File: config.mk
export PLATFORM = sky130hd
export DESIGN_NAME = ex_muldiv_unit
export DESIGN_NICKNAME = d
export VERILOG_FILES = /design/src/rtl/ex_muldiv_unit.sv
export SDC_FILE = /design/constraint.sdc
export NUM_CORES = 1
export LEC_CHECK = 0
export BUFFER_PORTS_ARGS = -buffer_cell sky130_fd_sc_hd__buf_2
export CORE_UTILIZATION = 30
export CTS_CLUSTER_SIZE = 25
export DETAILED_ROUTE_END_ITERATION = 16
export SLEW_MARGIN = 20
export SYNTH_ARGS = -nofsm -noshare
export SYNTH_HDL_FRONTEND = slang
export SYNTH_SLANG_ARGS = --single-unit
File: constraint.sdc
create_clock -name clk -period 7.9 [get_ports clk]
set_input_delay 1.185 -clock clk [delete_from_list [all_inputs] [get_ports clk]]
set_output_delay 1.185 -clock clk [all_outputs]
set_load 0.05 [all_outputs]
File: src/rtl/ex_muldiv_unit.sv
// ex_muldiv_unit: iterative RV32M-style multiply/divide unit.
//   Multiplies with a radix-2 shift-add over a 2*XLEN product register and
//   divides with a radix-2 restoring divider on unsigned magnitudes. The sign
//   of the result is reapplied when the last step completes. Divide-by-zero
//   and signed overflow skip the iterative phase and finish in one cycle.
// Ports:
//   clk, rst_n          clock, synchronous active-low reset
//   in_valid/in_ready   request handshake (funct3, opr_a, opr_b, rd)
//   flush               kill any in-flight operation (highest priority)
//   out_valid/out_ready result handshake (opr_res, out_rd)
module ex_muldiv_unit #(
    parameter int XLEN = 32,
    parameter int RD_W = 5
) (
    input  logic            clk,
    input  logic            rst_n,
    input  logic            in_valid,
    output logic            in_ready,
    input  logic [2:0]      funct3,
    input  logic [XLEN-1:0] opr_a,
    input  logic [XLEN-1:0] opr_b,
    input  logic [RD_W-1:0] rd,
    input  logic            flush,
    output logic            out_valid,
    input  logic            out_ready,
    output logic [XLEN-1:0] opr_res,
    output logic [RD_W-1:0] out_rd
);
    localparam int CW = $clog2(XLEN);

    typedef enum logic [1:0] {IDLE, BUSY, DONE} state_t;

    state_t            state_reg;
    logic [CW-1:0]     cnt_reg;
    logic [2:0]        op_reg;
    logic [RD_W-1:0]   rd_reg;
    logic              neg_reg;     // negate the final product / quotient / remainder
    logic [XLEN-1:0]   opnd_reg;    // multiplicand magnitude or divisor magnitude
    logic [2*XLEN-1:0] acc_reg;     // mul: {partial product, multiplier}; div: {remainder, quotient}
    logic [XLEN-1:0]   opr_res_reg;
    logic [RD_W-1:0]   out_rd_reg;

    // Request decode
    logic              accept;
    logic              is_div;
    logic              signed_a;
    logic              signed_b;
    logic              neg_a;
    logic              neg_b;
    logic [XLEN-1:0]   mag_a;
    logic [XLEN-1:0]   mag_b;
    logic              div_zero;
    logic              div_ovf;
    logic [XLEN-1:0]   special_res;

    always_comb begin
        accept   = in_valid && in_ready;
        is_div   = funct3[2];
        // DIV/REM signed, DIVU/REMU unsigned; MULHSU has signed a, unsigned b.
        signed_a = is_div ? !funct3[0] : (funct3[1:0] != 2'b11);
        signed_b = is_div ? !funct3[0] : !funct3[1];
        neg_a    = signed_a && opr_a[XLEN-1];
        neg_b    = signed_b && opr_b[XLEN-1];
        mag_a    = neg_a ? (~opr_a + 1'b1) : opr_a;
        mag_b    = neg_b ? (~opr_b + 1'b1) : opr_b;
        div_zero = is_div && (opr_b == '0);
        div_ovf  = is_div && !funct3[0] && (opr_a == {1'b1, {(XLEN-1){1'b0}}})
                   && (opr_b == '1);
        if (div_zero)
            special_res = funct3[1] ? opr_a : '1;
        else
            special_res = funct3[1] ? '0 : opr_a;
    end

    // One radix-2 step and the final sign fix-up
    logic [XLEN:0]     mul_sum;
    logic [2*XLEN:0]   div_shift;
    logic [XLEN:0]     div_trial;
    logic [2*XLEN-1:0] step_acc;
    logic [2*XLEN-1:0] prod_signed;
    logic [XLEN-1:0]   quo_signed;
    logic [XLEN-1:0]   rem_signed;
    logic [XLEN-1:0]   fin_res;

    always_comb begin
        mul_sum   = {1'b0, acc_reg[2*XLEN-1:XLEN]} + (acc_reg[0] ? {1'b0, opnd_reg} : '0);
        div_shift = {acc_reg, 1'b0};
        div_trial = div_shift[2*XLEN:XLEN] - {1'b0, opnd_reg};
        if (!op_reg[2]) begin
            step_acc = {mul_sum, acc_reg[XLEN-1:1]};
        end else begin
            step_acc = div_shift[2*XLEN-1:0];
            // No borrow: divisor fits, keep the difference and set the quotient bit.
            if (!div_trial[XLEN]) begin
                step_acc[2*XLEN-1:XLEN] = div_trial[XLEN-1:0];
                step_acc[0]             = 1'b1;
            end
        end
        prod_signed = neg_reg ? (~step_acc + 1'b1) : step_acc;
        quo_signed  = neg_reg ? (~step_acc[XLEN-1:0] + 1'b1) : step_acc[XLEN-1:0];
        rem_signed  = neg_reg ? (~step_acc[2*XLEN-1:XLEN] + 1'b1) : step_acc[2*XLEN-1:XLEN];
        if (!op_reg[2])
            fin_res = (op_reg[1:0] == 2'b00) ? prod_signed[XLEN-1:0] : prod_signed[2*XLEN-1:XLEN];
        else
            fin_res = op_reg[1] ? rem_signed : quo_signed;
    end

    always_ff @(posedge clk) begin
        if (!rst_n) begin
            state_reg   <= IDLE;
            cnt_reg     <= '0;
            op_reg      <= '0;
            rd_reg      <= '0;
            neg_reg     <= 1'b0;
            opnd_reg    <= '0;
            acc_reg     <= '0;
            opr_res_reg <= '0;
            out_rd_reg  <= '0;
        end else if (flush) begin
            state_reg <= IDLE;
            cnt_reg   <= '0;
        end else begin
            case (state_reg)
                IDLE: begin
                    if (accept) begin
                        op_reg   <= funct3;
                        rd_reg   <= rd;
                        cnt_reg  <= '0;
                        opnd_reg <= is_div ? mag_b : mag_a;
                        acc_reg  <= {{XLEN{1'b0}}, (is_div ? mag_a : mag_b)};
                        // Remainder takes the dividend's sign; everything else the xor.
                        neg_reg  <= (is_div && funct3[1]) ? neg_a : (neg_a ^ neg_b);
                        if (div_zero || div_ovf) begin
                            opr_res_reg <= special_res;
                            out_rd_reg  <= rd;
                            state_reg   <= DONE;
                        end else begin
                            state_reg <= BUSY;
                        end
                    end
                end
                BUSY: begin
                    acc_reg <= step_acc;
                    if (cnt_reg == CW'(XLEN-1)) begin
                        opr_res_reg <= fin_res;
                        out_rd_reg  <= rd_reg;
                        state_reg   <= DONE;
                    end else begin
                        cnt_reg <= cnt_reg + 1'b1;
                    end
                end
                DONE: begin
                    if (out_ready)
                        state_reg <= IDLE;
                end
                default: state_reg <= IDLE;
            endcase
        end
    end

    assign in_ready  = (state_reg == IDLE) && !flush;
    assign out_valid = (state_reg == DONE);
    assign opr_res   = opr_res_reg;
    assign out_rd    = out_rd_reg;

endmodule

======== Word level (Yosys, flattened, before mapping) ========
Cells that the tools add are included.
storage, ports and cells
  bits in registers ....................... 149
  input port bits ......................... 77
  logic and storage cells ................. 97
operators by class
  add/sub/neg operators ................... 8
  equal/unequal tests ..................... 11
  multiplexer cells ....................... 38
  bitwise operators ....................... 8
  reduce and logical (&&, ||, !) cells .... 23
operator list
  cell                     number
  $mux W32                 17
  $mux W64                 3
  $add A32 B1 Y32 const B  4
  $not A32 Y32             4
  $pmux W64 S2             1
  $add A64 B1 Y64 const B  1
  $eq A32 B32 Y1 const B   2
  $not A64 Y64             1
  $pmux W32 S2             1
  $add A32 B32 Y33         1
  $sub A33 B32 Y33         1
  $logic_not A32 Y1        1
  $mux W5                  5
  $pmux W5 S2              2
  $reduce_and A3 Y1        4
  $ne A2 B2 Y1 const B     5
  $logic_and A1 B1 Y1      9
  $mux W2                  4
  $pmux W2 S3              1
  $add A5 B1 Y5 const B    1
  $eq A5 B5 Y1 const B     1
  $reduce_and A5 Y1        1
  $logic_not A2 Y1         2
  $mux W1                  4
  other kinds (9)          12

======== Longest topological paths before layout ========
  depth after elaboration ................. 10
  depth in mapped cells ................... 23
  gate-level depth less buffers ........... 23

======== Worst setup path after synthesis ========
OpenSTA, ideal clock, no wires.
  path kind ............................... register -> register
  start ................................... register opnd_reg[7]
  end ..................................... register opr_res_reg[20], in the netlist opr_res[20]
  setup time .............................. 0.086 ns
  arrival ................................. 4.586 ns
  data required time ...................... 7.814 ns
  setup slack ............................. 3.227 ns
  stages on the path, launching flop included .. 23
  buffers on the path ..................... 3
  clock period less this slack ............ 4.673 ns
  cell sequence ........................... dfxtp_1 inv_1 ha_1 buf_2 nand4_2 or3_1 a211o_1 a21boi_4 or3_4 buf_6 nand2_1 buf_2 nand2_1 a31oi_1 inv_1 ha_1 nand4_1 o32ai_4 nand4_2 or4b_1 nand3_1 o211ai_1 a221oi_2
on the way
  word-level cells in the longest chain between the ends .. 10
  elaborated cells on any way between the ends .. 20
  classes of those cells .................. add/sub (5); mux (12); bitwise (3)
RTL lines
  element                                        RTL line  text
  from (decl)                                    38        logic [XLEN-1:0] opnd_reg;
  from (signal assigned)                         129       opnd_reg <= is_div ? mag_b : mag_a;
  $sub A33 B32 Y33 or $mux W32 (tied branches)   88, 86
  $mux W1, or another cell as far along          94        if (!div_trial[XLEN]) begin
  $mux W64 *                                     89        if (!op_reg[2]) begin
  $not A64 Y64, or another cell as far along     99        prod_signed = neg_reg ? (~step_acc + 1'b1) : step_acc;
  $add A64 B1 Y64, or another cell as far along  99
  $mux W64, or another cell as far along         99
  $mux W32, on equally long branches             103, 105
  $mux W32 *                                     102       if (!op_reg[2])
  $mux W32 *                                     144       if (cnt_reg == CW'(XLEN-1)) begin
  $pmux W32 S2 *                                 123       case (state_reg)
  to (signal assigned)                           134       opr_res_reg <= special_res;
  to (signal assigned)                           145       opr_res_reg <= fin_res;
  to (decl)                                      40        logic [XLEN-1:0] opr_res_reg;
Mark *: on every way between the ends. The rest lies on a longest branch, timed or not. The select of a mux whose other input is x is not followed.
A chain may end at the register's enable or synchronous reset.

======== Worst setup path in the final report ========
  start ................................... register opnd_reg[25]
  end ..................................... register opr_res_reg[20], in the netlist opr_res[20]
on the way
  word-level cells in the longest chain between the ends .. 10
  elaborated cells on any way between the ends .. 18
  classes of those cells .................. add/sub (4); mux (11); bitwise (3)
RTL lines
  element                                        RTL line  text
  $sub A33 B32 Y33 *                             88        div_trial = div_shift[2*XLEN:XLEN] - {1'b0, opnd_reg};
  $mux W1 or $mux W32 (tied branches)            94
  $mux W64 *                                     89
  $not A64 Y64, or another cell as far along     99
  $add A64 B1 Y64, or another cell as far along  99
  $mux W64, or another cell as far along         99
  $mux W32, on equally long branches             103, 105
  $mux W32 *                                     102
  $mux W32 *                                     144
  $pmux W32 S2 *                                 123
Marked as above.

==> impl.org <==
** Worst setup path
- For the worst setup path, the data required time is 8.29 ns.
- Critical path class :: flop to flop
- On the worst path, the slowest cell contributes a delay of 0.69 ns.
- Source of the worst register-to-register timing path :: opnd_reg[25]
- Counting both buffers and inverters, the worst setup path holds a total of 2.
- Maximum fanout along the worst path :: 26
- Cells along the critical path :: inv_1 -> ha_1 -> nand4_1 -> or2_2 -> nor4_1 -> a21bo_2 -> a21boi_4 -> nor2_4 -> nand2_1 -> a31oi_1 -> inv_1 -> ha_1 -> nand4_1 -> o32ai_4 -> nand4_2 -> or4b_1 -> nand3_1 -> o211ai_1 -> a221oi_2
- The kind of cell with the highest combined delay along the critical path is simple AND/OR/NAND/NOR gates.
- Arrival time at the worst endpoint :: 6.58 ns
- In this run the worst setup path begins at opnd_reg[25].
- The worst setup path is launched from a flop.
- STA classifies the critical path endpoint as a flop.
- The slowest stage of the critical path belongs to the cell sky130_fd_sc_hd__nor4_1.

** Synthesis
- Proportion of synthesized chip area in sequential cells :: 17.9%
- Simple-gate portion of the synthesized area :: 25.4%
- Post-synthesis instance total :: 2362
- Synthesized net count :: 2512
- After Yosys synthesis, XOR and XNOR cells account for 9.03% of the synthesized area.
- YS warnings :: 0
- Average footprint of a synthesized cell :: 7.06 sq um
- By area, the combinational part of the netlist is dominated by compound AO/OA/AOI/OAI gates.
- Yosys mapped a number of flops with a built-in enable equal to 0.
- The most used flip-flop cell after synthesis is sky130_fd_sc_hd__dfxtp_1.
- In the synthesized netlist the async set-or-reset flop fraction comes to 0%.
- Mux contribution to synthesized area :: 4.38%
- Yosys reg bits :: 149
- Synthesized area :: 16700 sq um
- Netlist cell types :: 101
- Summing the areas of all fa, ha and maj instances in the mapped netlist gives 7.01% of the synthesized area.
- Summing the areas of all compound-gate instances in the mapped netlist gives 30.9% of the synthesized area.

** Power and ir drop
- Power density normalized to cell area :: 144 nW/um^2
- The analysis attributes to cell leakage a power of 6.92 nW.
- Largest vdd supply drop :: 0.000123 V

** STA
- Post-route clock skew :: 0.0137 ns
- Transition at the pin with the smallest max-transition slack :: 1.35 ns
- Setup violations remaining at the end of the flow were counted as 0.
- The final count of pins violating max slew came to 0.
- Setup slack of the critical path after layout :: 1.71 ns
- Setup TNS :: 0 ns
- For this run, the top clock speed supported by timing is 0.161 GHz.
- Setup repair after global routing left no endpoint under its margin.
- Share of the clock period used by the worst path after layout :: 78.4%
- Worst slew margin :: 9.63%
- Worst hold slack after final layout :: 0.456 ns
- The number of hold violations in the final report is 0.
- Min cycle time layout :: 6.19 ns

** CTS
- Clock-pin slew was measured on the worst setup and hold paths at 0.07 ns.
- The number of hold buffers added after CTS was 0.
- CTS Buffer Depth :: 2
- TritonCTS built the clock tree.
- The clock net in this run drives a total of 149 sinks.
- The root buffer cell chosen for the clock tree is sky130_fd_sc_hd__clkbuf_16.
- The clock reaches the later pin of the worst-skew pair after 0.48 ns.
- Post-CTS timing repair inserted 0 buffers for setup.
- # H-tree levels :: 4
- Number of cells upsized or downsized after cts :: 0
- Inserted Clock Buffers :: 17

** Die
- Die Wd :: 238 um
- Core area :: 55000 sq um
- Number of placement rows :: 86
- In this run the count of I/O pins placed on the die edge is 116.
- The floorplan step defined a die boundary enclosing 56500 sq um.
- The initial utilization of the core area, before any placement, comes to 30.3%.
- Die height :: 238 um

** Min path
- Startpoint of the tightest hold check path :: rd_reg[2]
- Tightest Hold Check Type :: flop to flop

** Finish
- Area growth from synthesis to layout :: 10.6%
- The layout has 5917 filler cells.
- Diodes inserted :: 0
- Top library cells by usage in the layout, fill and taps aside :: sky130_fd_sc_hd__nor2_1, sky130_fd_sc_hd__nand2_1, sky130_fd_sc_hd__a21oi_1, sky130_fd_sc_hd__dfxtp_1, sky130_fd_sc_hd__o21ai_0
- Final Net Count :: 2521
- Ratio of cells with drive above 1 in the final layout :: 11.1%
- Filler-free cell count of the finished design :: 3132
- Leaving out fill and tap cells, the most frequent cell in the layout is sky130_fd_sc_hd__nor2_1.
- The register with the most flip-flops in the layout has 64 of them.
- Fin area :: 18500 sq um

** Place
- Routability Congestion :: 1.02
- At the placement stage, the worst setup path has a slack of 2.00 ns.
- Total placed cells including tap cells :: 3100
- Cell area after placement :: 17800 sq um
- Once detailed placement completed, the half-perimeter wirelength came to 58000 um.
- Total of buffers placed on input and output ports :: 115

** GRT
- Summed over all layers, the global routing overflow is 0.
- Number of global-route vias before repair :: 17200
- Overall track demand over capacity in global routing :: 25.8%
- Maximum number of pins on one net before global-route repair :: 83
- Wire length of the first global-routing pass :: 111000 um
- The number of antenna violations at the first check in global routing is 3.

** Detailed routing
- The routed design has 74400 um of wire.
- Count of antenna-violating nets left after detailed routing :: 0
- In the routed layout, each cell is associated on average with a via count of 6.07.
- Remaining DRCs :: 1
- After detailed routing, the average wire length per cell comes to 23.8 um.
- Vias post-DR :: 19000
- For this block, the initial DRC count from the detailed router was 2375.
- Detailed-routing iteration count for the pre-antenna-repair pass :: 14

** Run
- Max-capacitance violation count :: 0

** Run status
- The checks that failed: design-rule violations.
- The run finished, with violations left.
cell families after synthesis:
family,Yosys count
mux,66
buf+inv,227
flops,149
simple gates,899
xor+xnor,172
fa+ha+maj,97
compound gates,752
metal layers:
layer	GRT usage (%)	wire [um]
met5	0	24
met4	11.4	3520
met3	5.84	7060
met2	39.7	32500
met1	34.1	31300
final timing paths:
path / endpoint / slack [ns] / cells after the start
worst min-delay path: rd_reg[2] / 0.46 / 2
worst max-delay path: opr_res[20] / 1.71 / 19
worst min register to register: rd_reg[2] / 0.46 / 2
worst max register to register: opr_res[20] / 1.71 / 19
Yosys cell counts (7+ instances only):
cell type / n / area (sq um)
sky130_fd_sc_hd__a211o_1: 7 / 61.3
sky130_fd_sc_hd__a211oi_1: 55 / 413
sky130_fd_sc_hd__a21boi_0: 8 / 60.1
sky130_fd_sc_hd__a21o_1: 31 / 233
sky130_fd_sc_hd__a21oi_1: 196 / 981
sky130_fd_sc_hd__a221o_1: 9 / 90.1
sky130_fd_sc_hd__a221oi_1: 14 / 123
sky130_fd_sc_hd__a22oi_1: 24 / 180
sky130_fd_sc_hd__a311oi_1: 14 / 123
sky130_fd_sc_hd__a31o_2: 11 / 96.3
sky130_fd_sc_hd__a31oi_1: 28 / 175
sky130_fd_sc_hd__and2_1: 48 / 300
sky130_fd_sc_hd__and3_1: 13 / 81.3
sky130_fd_sc_hd__buf_2: 19 / 95.1
sky130_fd_sc_hd__clkbuf_1: 123 / 462
sky130_fd_sc_hd__dfxtp_1: 149 / 2980
sky130_fd_sc_hd__ha_1: 71 / 888
sky130_fd_sc_hd__inv_1: 69 / 259
sky130_fd_sc_hd__maj3_1: 24 / 240
sky130_fd_sc_hd__mux2_2: 9 / 101
sky130_fd_sc_hd__mux2i_1: 50 / 500
sky130_fd_sc_hd__nand2_1: 272 / 1020
sky130_fd_sc_hd__nand2b_1: 18 / 113
sky130_fd_sc_hd__nand3_1: 39 / 195
sky130_fd_sc_hd__nand4_1: 35 / 219
sky130_fd_sc_hd__nor2_1: 283 / 1060
sky130_fd_sc_hd__nor2b_1: 7 / 43.8
sky130_fd_sc_hd__nor3_1: 85 / 425
sky130_fd_sc_hd__nor4_1: 24 / 150
sky130_fd_sc_hd__o2111ai_1: 8 / 70.1
sky130_fd_sc_hd__o211ai_1: 58 / 435
sky130_fd_sc_hd__o21a_1: 16 / 120
sky130_fd_sc_hd__o21ai_0: 134 / 671
sky130_fd_sc_hd__o21ai_1: 7 / 35.0
sky130_fd_sc_hd__o311ai_0: 9 / 78.8
sky130_fd_sc_hd__o31ai_1: 25 / 188
sky130_fd_sc_hd__o41ai_1: 15 / 131
sky130_fd_sc_hd__or2_2: 11 / 68.8
sky130_fd_sc_hd__or3_1: 22 / 138
sky130_fd_sc_hd__xnor2_1: 106 / 928
sky130_fd_sc_hd__xor2_1: 66 / 578
through the flow:
stage	util [%]	total power, W
floorplan	-	0.00142
global placement	32.4	0.00171
detailed placement	32.4	0.00171
CTS	33.5	0.00262
global route	33.6	0.00274
finish	33.6	0.00265
worst min-delay path: stages, from the launching register on:
cell,delay [ns]
sky130_fd_sc_hd__dfxtp_1,0.31
sky130_fd_sc_hd__nand2_1,0.05
sky130_fd_sc_hd__a21oi_1,0.05
final cells by class:
cell class              count  area, sq um  share of cell area (%)
clock buffers              20          467                    2.53
flip-flops and latches    149         2990                    16.2
well taps                 748          936                    5.07
multi-input cells        1986        12800                    69.5
clock inverters            12          165                   0.895
repair buffers            144          793                    4.30
inverters                  73          277                    1.50
report_power, final:
part / internal, W / switching, W / total, W
combinational: 0.000291 / 0.000628 / 0.000919
sequential: 0.000779 / 0.0000350 / 0.000814
clock: 0.000527 / 0.000390 / 0.000916
(Power assumes the default switching activity.)
